==> config.mk <==
export PLATFORM = sky130hd
export DESIGN_NAME = irq_source_arbiter
export DESIGN_NICKNAME = d
export VERILOG_FILES = /design/src/rtl/irq_source_arbiter.sv
export SDC_FILE = /design/constraint.sdc
export NUM_CORES = 1
export LEC_CHECK = 0
export BUFFER_PORTS_ARGS = -buffer_cell sky130_fd_sc_hd__buf_4
export CAP_MARGIN = 20
export CORE_ASPECT_RATIO = 1.1
export CORE_MARGIN = 2
export CORE_UTILIZATION = 50
export DETAILED_ROUTE_END_ITERATION = 12
export PLACE_DENSITY = 0.85
export SYNTH_ARGS = -nofsm -noshare
export SYNTH_HDL_FRONTEND = slang
export SYNTH_SLANG_ARGS = --single-unit
==> constraint.sdc <==
create_clock -name clk_i -period 2.9 [get_ports clk_i]
set_input_delay 0.29 -clock clk_i [delete_from_list [all_inputs] [get_ports clk_i]]
set_output_delay 0.29 -clock clk_i [all_outputs]
set_load 0.005 [all_outputs]
==> src/rtl/irq_source_arbiter.sv <==
// ---------------------------------------------------------------------------
// irq_source_arbiter
//
// Captures peripheral interrupt lines into a pending register, picks the
// lowest-index eligible source and presents one registered request to the
// core interrupt controller. The controller's take (irq_i) and return
// (irq_ret_i) pulses drive the service handshake. On return, the serviced
// peripheral gets a one-cycle acknowledge and its pending bit is cleared.
//
// Ports
//   clk_i        clock, rising-edge
//   rst_i        synchronous active-high reset
//   src_i        raw interrupt lines (N_SRC), synchronous to clk_i
//   edge_mask_i  per source: 1 = rising-edge sensitive, 0 = level sensitive
//   en_mask_i    per-source enable
//   irq_i        take pulse from the interrupt controller
//   irq_ret_i    return pulse from the interrupt controller
//   irq_req_o    registered request to the interrupt controller
//   irq_id_o     index of the selected / in-service source
//   src_ack_o    one-hot, one-cycle acknowledge to the serviced peripheral
//   pending_o    pending register readback
//   busy_o       FSM not idle
//
// State table
//   state      | meaning
//   -----------+-----------------------------------------------------------
//   ST_IDLE    | no request outstanding; arbitrate eligible pending sources
//   ST_REQ     | request raised for irq_id_o, waiting for the take pulse
//   ST_SERVICE | controller is servicing irq_id_o, waiting for the return
// ---------------------------------------------------------------------------
module irq_source_arbiter #(
  parameter int N_SRC = 16,
  parameter int ID_W  = $clog2(N_SRC)
) (
  input  logic             clk_i,
  input  logic             rst_i,
  input  logic [N_SRC-1:0] src_i,
  input  logic [N_SRC-1:0] edge_mask_i,
  input  logic [N_SRC-1:0] en_mask_i,
  input  logic             irq_i,
  input  logic             irq_ret_i,
  output logic             irq_req_o,
  output logic [ID_W-1:0]  irq_id_o,
  output logic [N_SRC-1:0] src_ack_o,
  output logic [N_SRC-1:0] pending_o,
  output logic             busy_o
);

  typedef enum logic [1:0] {
    ST_IDLE    = 2'd0,
    ST_REQ     = 2'd1,
    ST_SERVICE = 2'd2
  } state_e;

  state_e state_q;
  state_e state_d;

  logic [N_SRC-1:0] src_prev_q;
  logic [N_SRC-1:0] pending_q;
  logic [N_SRC-1:0] pending_d;
  logic [N_SRC-1:0] ack_q;
  logic [N_SRC-1:0] ack_d;
  logic [ID_W-1:0]  id_q;

  logic [N_SRC-1:0] rise;
  logic [N_SRC-1:0] set_vec;
  logic [N_SRC-1:0] clr_vec;
  logic [N_SRC-1:0] eligible;
  logic [N_SRC-1:0] id_onehot;
  logic [ID_W-1:0]  winner;
  logic             any_eligible;
  logic             id_enabled;
  logic             ret_fire;

  // -------------------------------------------------------------------------
  // Pending capture
  // -------------------------------------------------------------------------
  assign rise    = src_i & ~src_prev_q;
  assign set_vec = en_mask_i & ((edge_mask_i & rise) | (~edge_mask_i & src_i));

  // Decoded in-service id, shared by the enable check and the acknowledge.
  always_comb begin
    id_onehot = '0;
    for (int i = 0; i < N_SRC; i++) begin
      id_onehot[i] = (id_q == ID_W'(i));
    end
  end

  assign ret_fire   = (state_q == ST_SERVICE) && irq_ret_i;
  assign clr_vec    = ret_fire ? id_onehot : '0;
  assign ack_d      = clr_vec;
  assign id_enabled = |(en_mask_i & id_onehot);

  // On a same-cycle set and clear an edge source keeps its new edge, while a
  // level source is dropped and simply re-sampled on the following cycle.
  assign pending_d = (pending_q & ~clr_vec)
                   | (set_vec & ~(clr_vec & ~edge_mask_i));

  // -------------------------------------------------------------------------
  // Fixed-priority arbitration: lowest eligible index wins
  // -------------------------------------------------------------------------
  assign eligible     = pending_q & en_mask_i;
  assign any_eligible = |eligible;

  always_comb begin
    winner = '0;
    for (int i = N_SRC - 1; i >= 0; i--) begin
      if (eligible[i]) begin
        winner = ID_W'(i);
      end
    end
  end

  // -------------------------------------------------------------------------
  // FSM: state register
  // -------------------------------------------------------------------------
  always_ff @(posedge clk_i) begin
    if (rst_i) begin
      state_q <= ST_IDLE;
    end else begin
      state_q <= state_d;
    end
  end

  // -------------------------------------------------------------------------
  // FSM: next-state logic
  // -------------------------------------------------------------------------
  always_comb begin
    state_d = state_q;
    unique case (state_q)
      ST_IDLE: begin
        if (any_eligible) begin
          state_d = ST_REQ;
        end
      end
      ST_REQ: begin
        // Disabling the selected source withdraws the request but keeps it
        // pending; this takes precedence over a simultaneous take pulse.
        if (!id_enabled) begin
          state_d = ST_IDLE;
        end else if (irq_i) begin
          state_d = ST_SERVICE;
        end
      end
      ST_SERVICE: begin
        if (irq_ret_i) begin
          state_d = ST_IDLE;
        end
      end
      default: begin
        state_d = ST_IDLE;
      end
    endcase
  end

  // -------------------------------------------------------------------------
  // FSM: outputs, decoded from the state register only
  // -------------------------------------------------------------------------
  always_comb begin
    irq_req_o = (state_q == ST_REQ);
    busy_o    = (state_q != ST_IDLE);
  end

  // -------------------------------------------------------------------------
  // Datapath registers
  // -------------------------------------------------------------------------
  always_ff @(posedge clk_i) begin
    if (rst_i) begin
      src_prev_q <= '0;
      pending_q  <= '0;
      ack_q      <= '0;
      id_q       <= '0;
    end else begin
      src_prev_q <= src_i;
      pending_q  <= pending_d;
      ack_q      <= ack_d;
      // The id is captured only when leaving IDLE, so it stays locked from
      // REQ entry through the acknowledge cycle.
      if ((state_q == ST_IDLE) && any_eligible) begin
        id_q <= winner;
      end
    end
  end

  assign irq_id_o  = id_q;
  assign src_ack_o = ack_q;
  assign pending_o = pending_q;

endmodule

; ---- Yosys cells after proc, flatten, opt, wreduce, memory -nomap -nowiden
; Index checks and enable logic that the tools add are counted.
[totals]
input_bits = 52
out_inout_bits = 38
regBits = 54
elab_cells = 70
[classes]
n_eq_ne = 20
bitwise_logic = 15
reduce_logical = 8
muxes = 22
[ops]
columns = operator, count
row1 = 16-bit bitwise AND, 9
row2 = 4-bit two-way mux, 16
row3 = 16-bit inverter, 4
row4 = "4-bit == test, second input constant", 8
row5 = 16-bit OR, 2
row6 = 16-bit OR reduction, 2
row7 = "4-bit by 3-bit == test with 1-bit output, second input constant", 4
row8 = 16-bit two-way mux, 1
row9 = "4-bit by 2-bit == test with 1-bit output, second input constant", 2
row10 = 2-bit two-way mux, 4
row11 = 2-bit case mux with 3 select lines, 1
row12 = "4-bit by 1-bit == test with 1-bit output, second input constant", 1
row13 = 4-bit logical NOT, 1
row14 = "2-bit != test, second input constant", 2
row15 = "3-bit != test, second input constant", 1
row16 = 3-bit AND reduction, 1
row17 = "2-bit by 1-bit == test with 1-bit output, second input constant", 1
row18 = "2-bit == test, second input constant", 1
row19 = 1-bit logical AND, 2
row20 = 2-bit logical NOT, 1
row21 = 2-bit nonzero test, 1

; ---- Depth between registers and ports, before layout
; Gate-level depths: netlist of the first run.
[logic_depth]
ltp_word = 17
depth_mapped = 7
ltp_nobuf = 5

; ---- Worst setup path before layout of the first run
; Ideal clock, no wire load.
[synth_path]
path_kind = reg-to-reg
start = register id_q[3], in the netlist irq_id_o[3]
end = register state_q[0]
arrival_time_ns = 1.540
stages_incl_launch_ff = 6
path_slack_ns = 1.229
setup_ns = 0.130
cell_sequence = dfxtp_1 > mux2_1 > and3_1 > o311a_1 > nor4_2 > o22ai_1
[synth_between]
elab_chain_cells = 5
[synth_rtl]
columns = element, line_no
row1 = from (decl), 63  ; logic [ID_W-1:0] id_q;
row2 = from (signal assigned), 180  ; id_q <= winner;
row3 = "4-bit by 1-bit == test with 1-bit output, or another cell as far along", 85  ; id_onehot[i] = (id_q == ID_W'(i));
row4 = 16-bit bitwise AND (*), 92  ; assign id_enabled = |(en_mask_i & id_onehot);
row5 = 16-bit OR reduction (*), 92
row6 = 3-bit != test (no line) or 2-bit two-way mux (tied branches), n/a
row7 = 3-bit AND reduction (no line) or 2-bit case mux with 3 select lines (tied branches), n/a
row8 = to (signal assigned), 121  ; state_q <= state_d;
row9 = to (decl), 55  ; state_e state_q;
; Mark *: on every way between the ends. The rest lies on a longest branch, timed or not.
; A chain may end at the register's enable or synchronous reset.

; ---- Worst setup path in the final report of the first run
; Ends and elaborated chain as after synthesis.

==> PnR_summary.wiki, run 1 <==
{| class="wikitable"
! Metric !! Value
|-
| Result of the run || finished, final reports clean
|-
| Number of storage elements in the synthesis netlist || 54
|-
| R2R cell count || 5
|-
| Chip width || 69.8 um
|-
| HPWL after DPL || 4740 um
|-
| Peak VDD IR || 0.336 mV
|-
| Clock Sink Count || 54
|-
| Die outline height || 76.4 um
|-
| Insertion delay of the later-clocked pin in the worst-skew pair || 0.30 ns
|-
| Layout cells sized above 1 || 28.1%
|-
| Post-route worst hold slack || 0.234 ns
|-
| Synth unique cells || 40
|-
| Net Count, Synth || 333
|-
| Ratio of final minimum period to clock period || 71.8%
|-
| Worst path depth || 5
|-
| Total detailed-routing wirelength || 6370 um
|-
| Destination of the critical timing path || state_q[0]
|-
| Floorplan row count || 26
|-
| Worst slack, placed || 0.833 ns
|-
| Final setup skew || 0.00453 ns
|-
| Final critical-path setup slack || 0.819 ns
|-
| R2r endpoint || state_q[0]
|-
| DR iter-0 viols || 162
|-
| Max incr delay on CP || 0.69 ns
|-
| Number of cells produced by synthesis || 281
|-
| Master cell of the clock root buffer || sky130_fd_sc_hd__clkbuf_8
|-
| Bufs and invs on worst path || 0
|-
| Max Root-Sink Buffers || 2
|-
| Final worst path period need || 2.08 ns
|-
| Launch point of the critical path || irq_id_o[3]
|-
| Number of routed nets with antenna violations || 0
|-
| Area added between synthesis and finish || 32.2%
|-
| Most used flip-flop cell after synthesis || sky130_fd_sc_hd__dfxtp_1
|-
| Hold_buf cts || 0
|-
| Setup TNS Final || 0 ns
|-
| Final Cell Area || 0.00315 mm2
|-
| Number of global-route vias before repair || 2294
|-
| Max-Cap Viols || 0
|-
| Power Density || 537 mW/mm2
|-
| Leakage power total || 1.34 nW
|-
| Req. time, crit path || 3.07 ns
|-
| Max Fanout on Critical Path || 16
|-
| Critical path, cell by cell || mux2_1, and3_1, o311a_1, nor4_2, o22ai_1
|-
| Setup repair after global routing missed its margin || no
|-
| Warning count from the yosys run || 0
|-
| Final setup vio count || 0
|-
| Top delay family on crit path || flip-flops
|-
| Wire length of the first global-routing pass || 10800 um
|-
| Worst-case register-to-register setup slack || 0.82 ns
|-
| Global placement routability congestion || 0.848
|-
| Via Count || 2376
|-
| Clock tree from TritonCTS || yes
|-
| Async set or reset register ratio after synthesis || 0%
|-
| Path class of the lowest-slack min-delay path || in2reg
|-
| Share of synthesized area occupied by flip-flops and latches || 45.4%
|-
| Slowest cell on the critical path || sky130_fd_sc_hd__dfxtp_1
|-
| Worst-Margin Slew || 0.577 ns
|-
| Final Total Pwr || 1.69 mW
|-
| Kind of end point of the critical path || register
|-
| Post-synthesis cell area || 0.00238 mm2
|-
| WL per Instance || 15.2 um
|-
| Final layout net count || 414
|-
| Fin. Hold Viols || 0
|-
| Worst rel slew slack || 61.3%
|-
| Total Die Area || 0.00534 mm2
|-
| Antenna diode count || 0
|-
| Setup fix buffers added after clock tree synthesis || 0
|-
| Largest net degree at the start of global routing || 53
|-
| DR pass1 iterations || 4
|-
| Worst hold stages || 2
|-
| Clock-pin transition on the worst setup and hold timing paths || 0.09 ns
|-
| Average size of a mapped cell || 8.48 um2
|-
| Max frequency || 481 MHz
|-
| Initial core utilization || 51.6%
|-
| Number of antenna violations at the first check in global routing || 0
|-
| Critical path start-end classification || reg2reg
|-
| Number of synthesized flops with an enable pin || 0
|-
| Sum of overflow across all layers after global routing || 0
|-
| Average vias per placed instance || 5.67
|-
| Kind of start point of the critical path || register
|-
| Number of levels in the clock H-tree || 2
|-
| Number of max-slew violations in the final report || 0
|-
| Startpoint of the most critical register-to-register path || irq_id_o[3]
|-
| Total core area || 0.00462 mm2
|-
| Number of resized instances in the post-cts repair step || 0
|-
| Worst Path Arrival || 2.25 ns
|-
| Leading cell type in the layout, fill and taps excluded || sky130_fd_sc_hd__buf_4
|-
| Combined global-route utilization of all metal layers || 24.6%
|-
| Top-Level Pins || 90
|-
| Number of buffer cells added on primary ports || 89
|-
| Post-detailed-route DRC marker count || 0
|-
| CTS Buf Count || 5
|-
| Placed Area || 0.00306 mm2
|-
| Commonest cells after routing, fill and taps aside || sky130_fd_sc_hd__buf_4 (89), sky130_fd_sc_hd__dfxtp_1 (54), sky130_fd_sc_hd__nand2_1 (33), sky130_fd_sc_hd__o21ai_0 (27), sky130_fd_sc_hd__nor2b_1 (17)
|}
worst min-delay path by stage:
stage / start / endpoint / slack, ns
6_report: en_mask_i[3] / pending_o[3] / 0.23
2_1_floorplan: rst_i / src_prev_q[15] / 0.37
3_3_place_gp: src_prev_q[6] / pending_o[6] / 0.47
5_1_grt: en_mask_i[0] / pending_o[0] / 0.23
3_5_place_dp: src_prev_q[7] / pending_o[7] / 0.48
4_1_cts: en_mask_i[3] / pending_o[3] / 0.24
per-layer routing:
layer | up-vias | track usage (%) | wire length [um]
li1 | 1158 | - | -
met1 | 1110 | 31.9 | 2670
met2 | 102 | 42.4 | 3200
met3 | 6 | 4.76 | 456
met4 | 0 | 5.58 | 51
met5 | - | 0 | 0
worst register-to-register path: stages, from the launching register on:
cell	delay [ns]
sky130_fd_sc_hd__dfxtp_1	0.69
sky130_fd_sc_hd__mux2_1	0.37
sky130_fd_sc_hd__and3_1	0.18
sky130_fd_sc_hd__o311a_1	0.29
sky130_fd_sc_hd__nor4_2	0.31
sky130_fd_sc_hd__o22ai_1	0.11
cell families after synthesis:
family | share of synthesized area, %
flops | 45.4
simple gates | 26.5
buf+inv | 4.93
compound gates | 19.7
mux | 3.46
report_power, final:
part           switching (mW)  leakage (nW)  total [mW]  internal, mW
clock network           0.232        0.0482       0.425         0.193
logic                   0.183         0.850       0.388         0.205
registers              0.0867         0.444       0.879         0.792
total                   0.502          1.34        1.69          1.19
registers in the layout, summed over array words and instances (netlist names):
register	flops
irq_id_o	4
pending_o	16
src_ack_o	16
src_prev_q	16
state_q	2
metrics by stage:
step                      cells  utilization, %
after floorplan             281               -
after global placement      411            66.3
after detailed placement    411            66.3
after CTS                   419            68.2
after global routing        419            68.2
final                       419            68.2
final cells by class:
cell class                 count  area (um2)
multi-input combinational    197        1180
tap                           56        70.1
timing repair buffer          89         668
fill                         394        1470
clock inverter                 1        5.00
sequential                    54        1080
inverter                      15        56.3
clock buffer                   7        86.3
cell usage after synthesis, types with 4 or more instances:
master / n / area (um2)
sky130_fd_sc_hd__inv_1: 15 / 56.3
sky130_fd_sc_hd__a22oi_1: 9 / 67.6
sky130_fd_sc_hd__nand2b_1: 14 / 87.6
sky130_fd_sc_hd__dfxtp_1: 54 / 1080
sky130_fd_sc_hd__nor3b_1: 4 / 30.0
sky130_fd_sc_hd__nor2b_1: 17 / 106
sky130_fd_sc_hd__nor3_1: 10 / 50.1
sky130_fd_sc_hd__nand2_1: 33 / 124
sky130_fd_sc_hd__o22ai_1: 13 / 81.3
sky130_fd_sc_hd__or3_1: 4 / 25.0
sky130_fd_sc_hd__buf_2: 4 / 20.0
sky130_fd_sc_hd__mux2i_1: 6 / 60.1
sky130_fd_sc_hd__o21ai_0: 27 / 135
sky130_fd_sc_hd__a21oi_1: 4 / 20.0
sky130_fd_sc_hd__nor2_1: 14 / 52.6
sky130_fd_sc_hd__clkbuf_1: 9 / 33.8
sky130_fd_sc_hd__nand3b_1: 5 / 37.5
sky130_fd_sc_hd__a31o_1: 4 / 35.0
(Power assumes the default switching activity.)
==> run 2: changes to the inputs <==
- ABC_AREA: not set -> 1
- CORE_UTILIZATION: 50 -> 43
- PLACE_DENSITY: 0.85 -> 0.79
- clock period: 2.9 -> 1.9 ns (I/O delays scaled with it)
==> PnR_summary.wiki, run 2 <==
{| class="wikitable"
! Metric !! Value
|-
| Average vias per placed instance || 4.89 (was 5.67)
|-
| Clock tree from TritonCTS || yes (unchanged)
|-
| Startpoint of the most critical register-to-register path || irq_id_o[1] (was irq_id_o[3])
|-
| Number of cells produced by synthesis || 336 (was 281)
|-
| Warning count from the yosys run || 0 (unchanged)
|-
| Number of levels in the clock H-tree || 2 (unchanged)
|-
| Destination of the critical timing path || state_q[1] (was state_q[0])
|-
| Top delay family on crit path || simple AND/OR/NAND/NOR gates (was flip-flops)
|-
| Final setup skew || 0.00558 ns (was 0.00453 ns)
|-
| Layout cells sized above 1 || 26.6% (was 28.1%)
|-
| Cells taking the most area after synthesis || sky130_fd_sc_hd__dfxtp_1 (47%), sky130_fd_sc_hd__nand2_1 (16%), sky130_fd_sc_hd__nor2_1 (9.1%), sky130_fd_sc_hd__nand3_1 (6.7%), sky130_fd_sc_hd__a21oi_1 (4.6%) (was sky130_fd_sc_hd__dfxtp_1 (45%), sky130_fd_sc_hd__o21ai_0 (5.7%), sky130_fd_sc_hd__nand2_1 (5.2%), sky130_fd_sc_hd__nor2b_1 (4.5%), sky130_fd_sc_hd__nand2b_1 (3.7%))
|-
| Setup fix buffers added after clock tree synthesis || 0 (unchanged)
|-
| Net Count, Synth || 388 (was 333)
|-
| Number of resized instances in the post-cts repair step || 0 (unchanged)
|-
| Total detailed-routing wirelength || 6020 um (was 6370 um)
|-
| DR iter-0 viols || 98 (was 162)
|-
| Insertion delay of the later-clocked pin in the worst-skew pair || 0.30 ns (about the same)
|-
| Number of placed cells counting well taps || 480 (was 411)
|-
| Clk pwr share || 24.4% (was 25.1%)
|-
| Top-Level Pins || 90 (unchanged)
|-
| Number of storage elements in the synthesis netlist || 54 (unchanged)
|-
| Critical path start-end classification || reg2reg (unchanged)
|-
| Setup repair after global routing missed its margin || no (unchanged)
|-
| Total Die Area || 0.00595 mm2 (was 0.00534 mm2)
|-
| Clock-pin transition on the worst setup and hold timing paths || 0.09 ns (about the same)
|-
| Path class of the lowest-slack min-delay path || in2reg (unchanged)
|-
| DR pass1 iterations || 4 (unchanged)
|-
| Max-Cap Viols || 0 (unchanged)
|-
| Die outline height || 80.7 um (was 76.4 um)
|-
| Cell types with the highest counts after synthesis || sky130_fd_sc_hd__nand2_1 (96), sky130_fd_sc_hd__nor2_1 (56), sky130_fd_sc_hd__dfxtp_1 (54), sky130_fd_sc_hd__nand3_1 (31), sky130_fd_sc_hd__inv_1 (28) (was sky130_fd_sc_hd__dfxtp_1 (54), sky130_fd_sc_hd__nand2_1 (33), sky130_fd_sc_hd__o21ai_0 (27), sky130_fd_sc_hd__nor2b_1 (17), sky130_fd_sc_hd__inv_1 (15))
|-
| Number of buffer cells added on primary ports || 89 (unchanged)
|-
| Average size of a mapped cell || 6.85 um2 (was 8.48 um2)
|-
| Number of antenna violations at the first check in global routing || 0 (unchanged)
|-
| Leading cell type in the layout, fill and taps excluded || sky130_fd_sc_hd__nand2_1 (was sky130_fd_sc_hd__buf_4)
|-
| Most instantiated library cell after synthesis || sky130_fd_sc_hd__nand2_1 (was sky130_fd_sc_hd__dfxtp_1)
|-
| Synth unique cells || 25 (was 40)
|-
| Number of routed nets with antenna violations || 0 (unchanged)
|-
| Result of the run || finished, final reports clean (unchanged)
|-
| Launch point of the critical path || irq_id_o[1] (was irq_id_o[3])
|-
| Yosys top cell area share || 47.0% (was 45.4%)
|-
| Hold_buf cts || 0 (unchanged)
|-
| Post-route non-filler standard cell count || 487 (was 419)
|-
| Initial core utilization || 45.4% (was 51.6%)
|-
| CTS Buf Count || 5 (unchanged)
|-
| Worst slack, placed || 0.184 ns (was 0.833 ns)
|-
| R2R cell count || 9 (was 5)
|-
| Total core area || 0.00507 mm2 (was 0.00462 mm2)
|-
| Final layout net count || 481 (was 414)
|-
| Power Density || 772 mW/mm2 (was 537 mW/mm2)
|-
| Master cell of the clock root buffer || sky130_fd_sc_hd__clkbuf_8 (unchanged)
|-
| Share of synthesized area occupied by flip-flops and latches || 47.0% (was 45.4%)
|-
| Final critical-path setup slack || 0.193 ns (was 0.819 ns)
|-
| Number of max-slew violations in the final report || 0 (unchanged)
|-
| Ratio of final minimum period to clock period || 89.9% (was 71.8%)
|-
| Post-route worst hold slack || 0.0968 ns (was 0.234 ns)
|-
| Switch Pwr || 709 uW (was 502 uW)
|-
| Setup TNS Final || 0 ns (unchanged)
|-
| Antenna diode count || 0 (unchanged)
|-
| Max Fanout on Critical Path || 7 (was 16)
|-
| Largest net degree at the start of global routing || 39 (was 53)
|-
| Wire length of the first global-routing pass || 9620 um (was 10800 um)
|-
| Number of global-route vias before repair || 2202 (was 2294)
|-
| Switching part of the total power || 29.4% (was 29.7%)
|-
| Max incr delay on CP || 0.40 ns (was 0.69 ns)
|-
| Chip width || 73.7 um (was 69.8 um)
|-
| Worst-Margin Slew || 0.471 ns (was 0.577 ns)
|-
| Internal Power || 1.71 mW (was 1.19 mW)
|-
| Post-detailed-route DRC marker count || 0 (unchanged)
|-
| Number of synthesized flops with an enable pin || 0 (unchanged)
|-
| Via Count || 2382 (was 2376)
|-
| Floorplan row count || 27 (was 26)
|-
| HPWL after DPL || 4750 um (was 4740 um)
|-
| Sequential share of power || 52.4% (was 52.0%)
|-
| Sum of overflow across all layers after global routing || 0 (unchanged)
|-
| Leakage power total || 1.54 nW (was 1.34 nW)
|-
| Bufs and invs on worst path || 0 (unchanged)
|-
| Critical path, cell by cell || nor2_1, nand2_1, o21ai_1, nor2_1, nand4_1, nand2_1, or2_1, nand3_1, nor2_1 (was mux2_1, and3_1, o311a_1, nor4_2, o22ai_1)
|-
| Max frequency || 586 MHz (was 481 MHz)
|-
| Peak VDD IR || 0.407 mV (was 0.336 mV)
|-
| Post-synthesis cell area || 0.00230 mm2 (was 0.00238 mm2)
|-
| Combinational Power Share || 23.2% (was 22.9%)
|-
| Most used flip-flop cell after synthesis || sky130_fd_sc_hd__dfxtp_1 (unchanged)
|-
| Area added between synthesis and finish || 36.1% (was 32.2%)
|-
| Final setup vio count || 0 (unchanged)
|-
| Worst path depth || 9 (was 5)
|-
| Commonest cells after routing, fill and taps aside || sky130_fd_sc_hd__nand2_1 (96), sky130_fd_sc_hd__buf_4 (91), sky130_fd_sc_hd__nor2_1 (56), sky130_fd_sc_hd__dfxtp_1 (52), sky130_fd_sc_hd__nand3_1 (31) (was sky130_fd_sc_hd__buf_4 (89), sky130_fd_sc_hd__dfxtp_1 (54), sky130_fd_sc_hd__nand2_1 (33), sky130_fd_sc_hd__o21ai_0 (27), sky130_fd_sc_hd__nor2b_1 (17))
|-
| Worst-case register-to-register setup slack || 0.19 ns (was 0.82 ns)
|-
| Slowest cell on the critical path || sky130_fd_sc_hd__dfxtp_1 (unchanged)
|-
| WL per Instance || 12.4 um (was 15.2 um)
|-
| Most area-hungry cell type in the Yosys netlist || sky130_fd_sc_hd__dfxtp_1 (unchanged)
|-
| Worst rel slew slack || 68.6% (was 61.3%)
|-
| Clock Sink Count || 54 (unchanged)
|-
| Async set or reset register ratio after synthesis || 0% (unchanged)
|-
| Combined global-route utilization of all metal layers || 20.7% (was 24.6%)
|-
| Global placement routability congestion || 0.890 (was 0.848)
|-
| Final worst path period need || 1.71 ns (was 2.08 ns)
|-
| R2r endpoint || state_q[1] (was state_q[0])
|-
| Worst Path Arrival || 1.89 ns (was 2.25 ns)
|-
| Kind of end point of the critical path || register (unchanged)
|-
| Max Root-Sink Buffers || 2 (unchanged)
|-
| Kind of start point of the critical path || register (unchanged)
|-
| Critical Path Most Common Cell || sky130_fd_sc_hd__nor2_1
|-
| Fin. Hold Viols || 0 (unchanged)
|-
| Req. time, crit path || 2.08 ns (was 3.07 ns)
|}
==> run 2: worst reg2reg max path, cell delays in order, from the launching register on <==
cell	delay, ns
sky130_fd_sc_hd__dfxtp_1	0.40
sky130_fd_sc_hd__nor2_1	0.32
sky130_fd_sc_hd__nand2_1	0.12
sky130_fd_sc_hd__o21ai_1	0.13
sky130_fd_sc_hd__nor2_1	0.07
sky130_fd_sc_hd__nand4_1	0.10
sky130_fd_sc_hd__nand2_1	0.07
sky130_fd_sc_hd__or2_1	0.24
sky130_fd_sc_hd__nand3_1	0.09
sky130_fd_sc_hd__nor2_1	0.04
==> run 2: kinds of logic (layout without fill, tap and decap cells) <==
group                  after synthesis  in the layout  share of synthesized area, %
and+or+nand+nor                    195            195                          35.3
DFF                                 54             54                          47.0
AOI/OAI and AO/OA                   47             47                          11.1
buffers and inverters               40            133                          6.58
==> run 2: layout make-up <==
type                    instances  area (um2)
fillers                       477        1940
flip-flops and latches         54        1080
multi-input cells             242        1070
repair buffers                 92         703
inverters                      34         128
clock buffers                   7        76.3
well taps                      58        72.6
==> run 2: routing by layer <==
layer  vias up  GRT usage (%)  wire length [um]
li1       1252              -                 -
met1      1045           25.5              2700
met2        80           36.2              2890
met3         5           4.77               396
met4         0           4.91                39
met5         -              0                 0
==> run 2: worst min path at each step <==
stage | from | end | slack, ns | depth (start not counted)
5_1_grt | src_i[13] | src_prev_q[13] | 0.1 | 3
4_1_cts | src_i[15] | src_prev_q[15] | 0.1 | 3
3_5_place_dp | src_i[10] | src_prev_q[10] | 0.41 | 3
3_3_place_gp | src_i[14] | src_prev_q[14] | 0.40 | 3
6_report | src_i[0] | src_prev_q[0] | 0.1 | 3
2_1_floorplan | src_i[0] | src_prev_q[0] | 0.30 | 2
==> run 2: through the flow <==
| stage | util, % | power, mW | area (um2) |
|---|---|---|---|
| finish | 61.8 | 2.42 | 3130 |
| CTS | 61.8 | 2.43 | 3130 |
| global placement | 60.2 | 1.84 | 3050 |
| floorplan | - | 1.57 | 2300 |
| detailed placement | 60.2 | 1.85 | 3050 |
| global route | 61.8 | 2.55 | 3130 |
==> run 2: power groups by stage <==
stage          registers [mW]  clock network (mW)  logic, mW
6_report                 1.27               0.590      0.561
5_1_grt                  1.28               0.647      0.625
4_1_cts                  1.26               0.606      0.560
3_5_place_dp             1.29                   0      0.558
3_3_place_gp             1.29                   0      0.550
2_1_floorplan            1.28                   0      0.293
==> run 3: changes to the inputs <==
- CORE_UTILIZATION: 43 -> 50
- PLACE_DENSITY: 0.79 -> 0.86
- clock period: 1.9 -> 2.1 ns (I/O delays scaled with it)
==> PnR_summary.wiki, run 3 (synthesis gave the netlist of run 2 again) <==
{| class="wikitable"
! Metric !! Value
|-
| Worst Hold Endpoint || src_prev_q[3] (was src_prev_q[0])
|-
| Number of levels in the clock H-tree || 2 (unchanged)
|-
| DR pass1 iterations || 4 (unchanged)
|-
| Clock Sink Count || 54 (unchanged)
|-
| Req. time, crit path || 2.28 ns (was 2.08 ns)
|-
| Number of buffer cells added on primary ports || 89 (unchanged)
|-
| DR iter-0 viols || 140 (was 98)
|-
| Layout Utilization || 71.4% (was 61.8%)
|-
| Max incr delay on CP || 0.49 ns (was 0.40 ns)
|-
| Worst-case register-to-register setup slack || 0.36 ns (was 0.19 ns)
|-
| Total Die Area || 0.00516 mm2 (was 0.00595 mm2)
|-
| Final worst path period need || 1.74 ns (was 1.71 ns)
|-
| Number of resized instances in the post-cts repair step || 0 (unchanged)
|-
| CTS Buf Count || 5 (unchanged)
|-
| Slowest cell on the critical path || sky130_fd_sc_hd__dfxtp_1 (unchanged)
|-
| Result of the run || finished, final reports clean (unchanged)
|-
| Floorplan row count || 25 (was 27)
|-
| Launch point of the worst hold path || src_i[3] (was src_i[0])
|-
| Critical path, cell by cell || inv_2, nor2_2, inv_2, nor2_2, nand2_1, nand3_1, nor2_1, nand4_1, nand2_1, or2_1, nand3_1, nor2_1 (was nor2_1, nand2_1, o21ai_1, nor2_1, nand4_1, nand2_1, or2_1, nand3_1, nor2_1)
|-
| Top-Level Pins || 90 (unchanged)
|-
| Filler instances || 378 (was 477)
|-
| Post-route worst hold slack || 0.117 ns (was 0.0968 ns)
|-
| Layout cells sized above 1 || 25.9% (was 26.6%)
|-
| Number of routed nets with antenna violations || 0 (unchanged)
|-
| Master cell of the clock root buffer || sky130_fd_sc_hd__clkbuf_8 (unchanged)
|-
| Sequential Area || 0.00108 mm2 (about the same)
|-
| Antenna diode count || 0 (unchanged)
|-
| Bufs and invs on worst path || 2 (was 0)
|-
| Ratio of final minimum period to clock period || 83.0% (was 89.9%)
|-
| Via Count || 2470 (was 2382)
|-
| Total detailed-routing wirelength || 6150 um (was 6020 um)
|-
| Combinational Power Share || 22.9% (was 23.2%)
|-
| HPWL after DPL || 4830 um (was 4750 um)
|-
| Final layout net count || 480 (was 481)
|-
| Global placement routability congestion || 0.860 (was 0.890)
|-
| Combined global-route utilization of all metal layers || 24.9% (was 20.7%)
|-
| Leading cell type in the layout, fill and taps excluded || sky130_fd_sc_hd__nand2_1 (unchanged)
|-
| Sequential share of power || 52.4% (about the same)
|-
| Max-Cap Viols || 0 (unchanged)
|-
| R2r endpoint || state_q[1] (unchanged)
|-
| Critical path start-end classification || reg2reg (unchanged)
|-
| Commonest cells after routing, fill and taps aside || sky130_fd_sc_hd__nand2_1 (96), sky130_fd_sc_hd__buf_4 (91), sky130_fd_sc_hd__nor2_1 (56), sky130_fd_sc_hd__dfxtp_1 (54), sky130_fd_sc_hd__nand3_1 (31) (was sky130_fd_sc_hd__nand2_1 (96), sky130_fd_sc_hd__buf_4 (91), sky130_fd_sc_hd__nor2_1 (56), sky130_fd_sc_hd__dfxtp_1 (52), sky130_fd_sc_hd__nand3_1 (31))
|-
| Worst-Margin Slew || 0.502 ns (was 0.471 ns)
|-
| Internal Power || 1.54 mW (was 1.71 mW)
|-
| Insertion delay of the later-clocked pin in the worst-skew pair || 0.30 ns (about the same)
|-
| Top delay family on crit path || simple AND/OR/NAND/NOR gates (unchanged)
|-
| Path class of the lowest-slack min-delay path || in2reg (unchanged)
|-
| Worst hold stages || 3 (unchanged)
|-
| Kind of end point of the critical path || register (unchanged)
|-
| Switching part of the total power || 29.5% (was 29.4%)
|-
| Fin. Hold Viols || 0 (unchanged)
|-
| Clk pwr share || 24.7% (was 24.4%)
|-
| Sum of overflow across all layers after global routing || 0 (unchanged)
|-
| Setup repair after global routing missed its margin || no (unchanged)
|-
| Average vias per placed instance || 5.12 (was 4.89)
|-
| Initial core utilization || 52.9% (was 45.4%)
|-
| Setup fix buffers added after clock tree synthesis || 0 (unchanged)
|-
| Final Cell Area || 0.00310 mm2 (was 0.00313 mm2)
|-
| Switch Pwr || 644 uW (was 709 uW)
|-
| Wire length of the first global-routing pass || 9750 um (was 9620 um)
|-
| Final setup skew || 0.00306 ns (was 0.00558 ns)
|-
| Startpoint of the most critical register-to-register path || irq_id_o[1] (unchanged)
|-
| Combined area of the multi-input logic cells || 0.00107 mm2 (unchanged)
|-
| Total core area || 0.00435 mm2 (was 0.00507 mm2)
|-
| Number of max-slew violations in the final report || 0 (unchanged)
|-
| Placed Area || 0.00303 mm2 (was 0.00305 mm2)
|-
| Largest net degree at the start of global routing || 40 (was 39)
|-
| Clock tree from TritonCTS || yes (unchanged)
|-
| Max frequency || 574 MHz (was 586 MHz)
|-
| Worst rel slew slack || 66.5% (was 68.6%)
|-
| Post-detailed-route DRC marker count || 0 (unchanged)
|-
| Kind of start point of the critical path || register (unchanged)
|-
| Power Density || 702 mW/mm2 (was 772 mW/mm2)
|-
| Hold_buf cts || 0 (unchanged)
|-
| Clock-pin transition on the worst setup and hold timing paths || 0.09 ns (about the same)
|-
| Number of antenna violations at the first check in global routing || 0 (unchanged)
|-
| Max Fanout on Critical Path || 7 (unchanged)
|-
| Peak VDD IR || 0.609 mV (was 0.407 mV)
|-
| WL per Instance || 12.7 um (was 12.4 um)
|-
| R2R cell count || 12 (was 9)
|-
| Leakage power total || 1.53 nW (was 1.54 nW)
|-
| Worst Path Arrival || 1.92 ns (was 1.89 ns)
|-
| Chip width || 68.7 um (was 73.7 um)
|-
| Max Root-Sink Buffers || 2 (unchanged)
|-
| Area added between synthesis and finish || 34.9% (was 36.1%)
|-
| Number of global-route vias before repair || 2237 (was 2202)
|-
| Setup TNS Final || 0 ns (unchanged)
|-
| Final setup vio count || 0 (unchanged)
|-
| Die outline height || 75.2 um (was 80.7 um)
|}
## run 3: cell count changes in the layout (fill, tap and decap cells not counted)
cell	change
sky130_fd_sc_hd__dfxtp_1	+2
sky130_fd_sc_hd__dfxtp_2	-2
sky130_fd_sc_hd__buf_12	-1
## run 3: worst max path at each step
stage / from / end / depth (start not counted)
after floorplan: irq_id_o[0] / state_q[1] / 12
after global placement: irq_id_o[1] / state_q[1] / 12
after global routing: irq_id_o[1] / state_q[1] / 12
final: irq_id_o[1] / state_q[1] / 12
after CTS: irq_id_o[1] / state_q[1] / 12
after detailed placement: irq_id_o[1] / state_q[1] / 12
## run 3: tightest hold or removal path: cells and delay by family
| kind | cells | cell delay [ns] |
|---|---|---|
| buf+inv | 2 | 0.11 |
| simple gates | 1 | 0.06 |
## run 3: per-stage QoR
stage          power, mW  worst slack, ns  instances
5_1_grt             2.31            0.197        482
2_1_floorplan       1.42            0.561        336
4_1_cts             2.20            0.357        482
3_3_place_gp        1.65            0.444        475
3_5_place_dp        1.66            0.369        475
6_report            2.18            0.357        482
## run 3: layout make-up
type	count	area share, %
Multi-Input combinational cell	242	34.4
Clock buffer	7	2.46
Inverter	34	4.11
Tap cell	54	2.18
Timing Repair Buffer	91	22.0
Sequential cell	54	34.8
## run 3: metal layers
layer	part of all wire, %	global-route usage, %	vias to the layer above
met5	0	0	-
met1	41	30.9	1116
met4	0.85	5.33	0
met2	50	43.7	100
li1	-	-	1248
met3	8.1	5.68	6
## run 3: power by group through the flow
| stage | clock network, mW | registers [mW] | logic [mW] |
|---|---|---|---|
| floorplan | 0 | 1.16 | 0.265 |
| global placement | 0 | 1.16 | 0.484 |
| detailed placement | 0 | 1.17 | 0.497 |
| CTS | 0.554 | 1.14 | 0.500 |
| global route | 0.594 | 1.15 | 0.562 |
| finish | 0.538 | 1.14 | 0.500 |
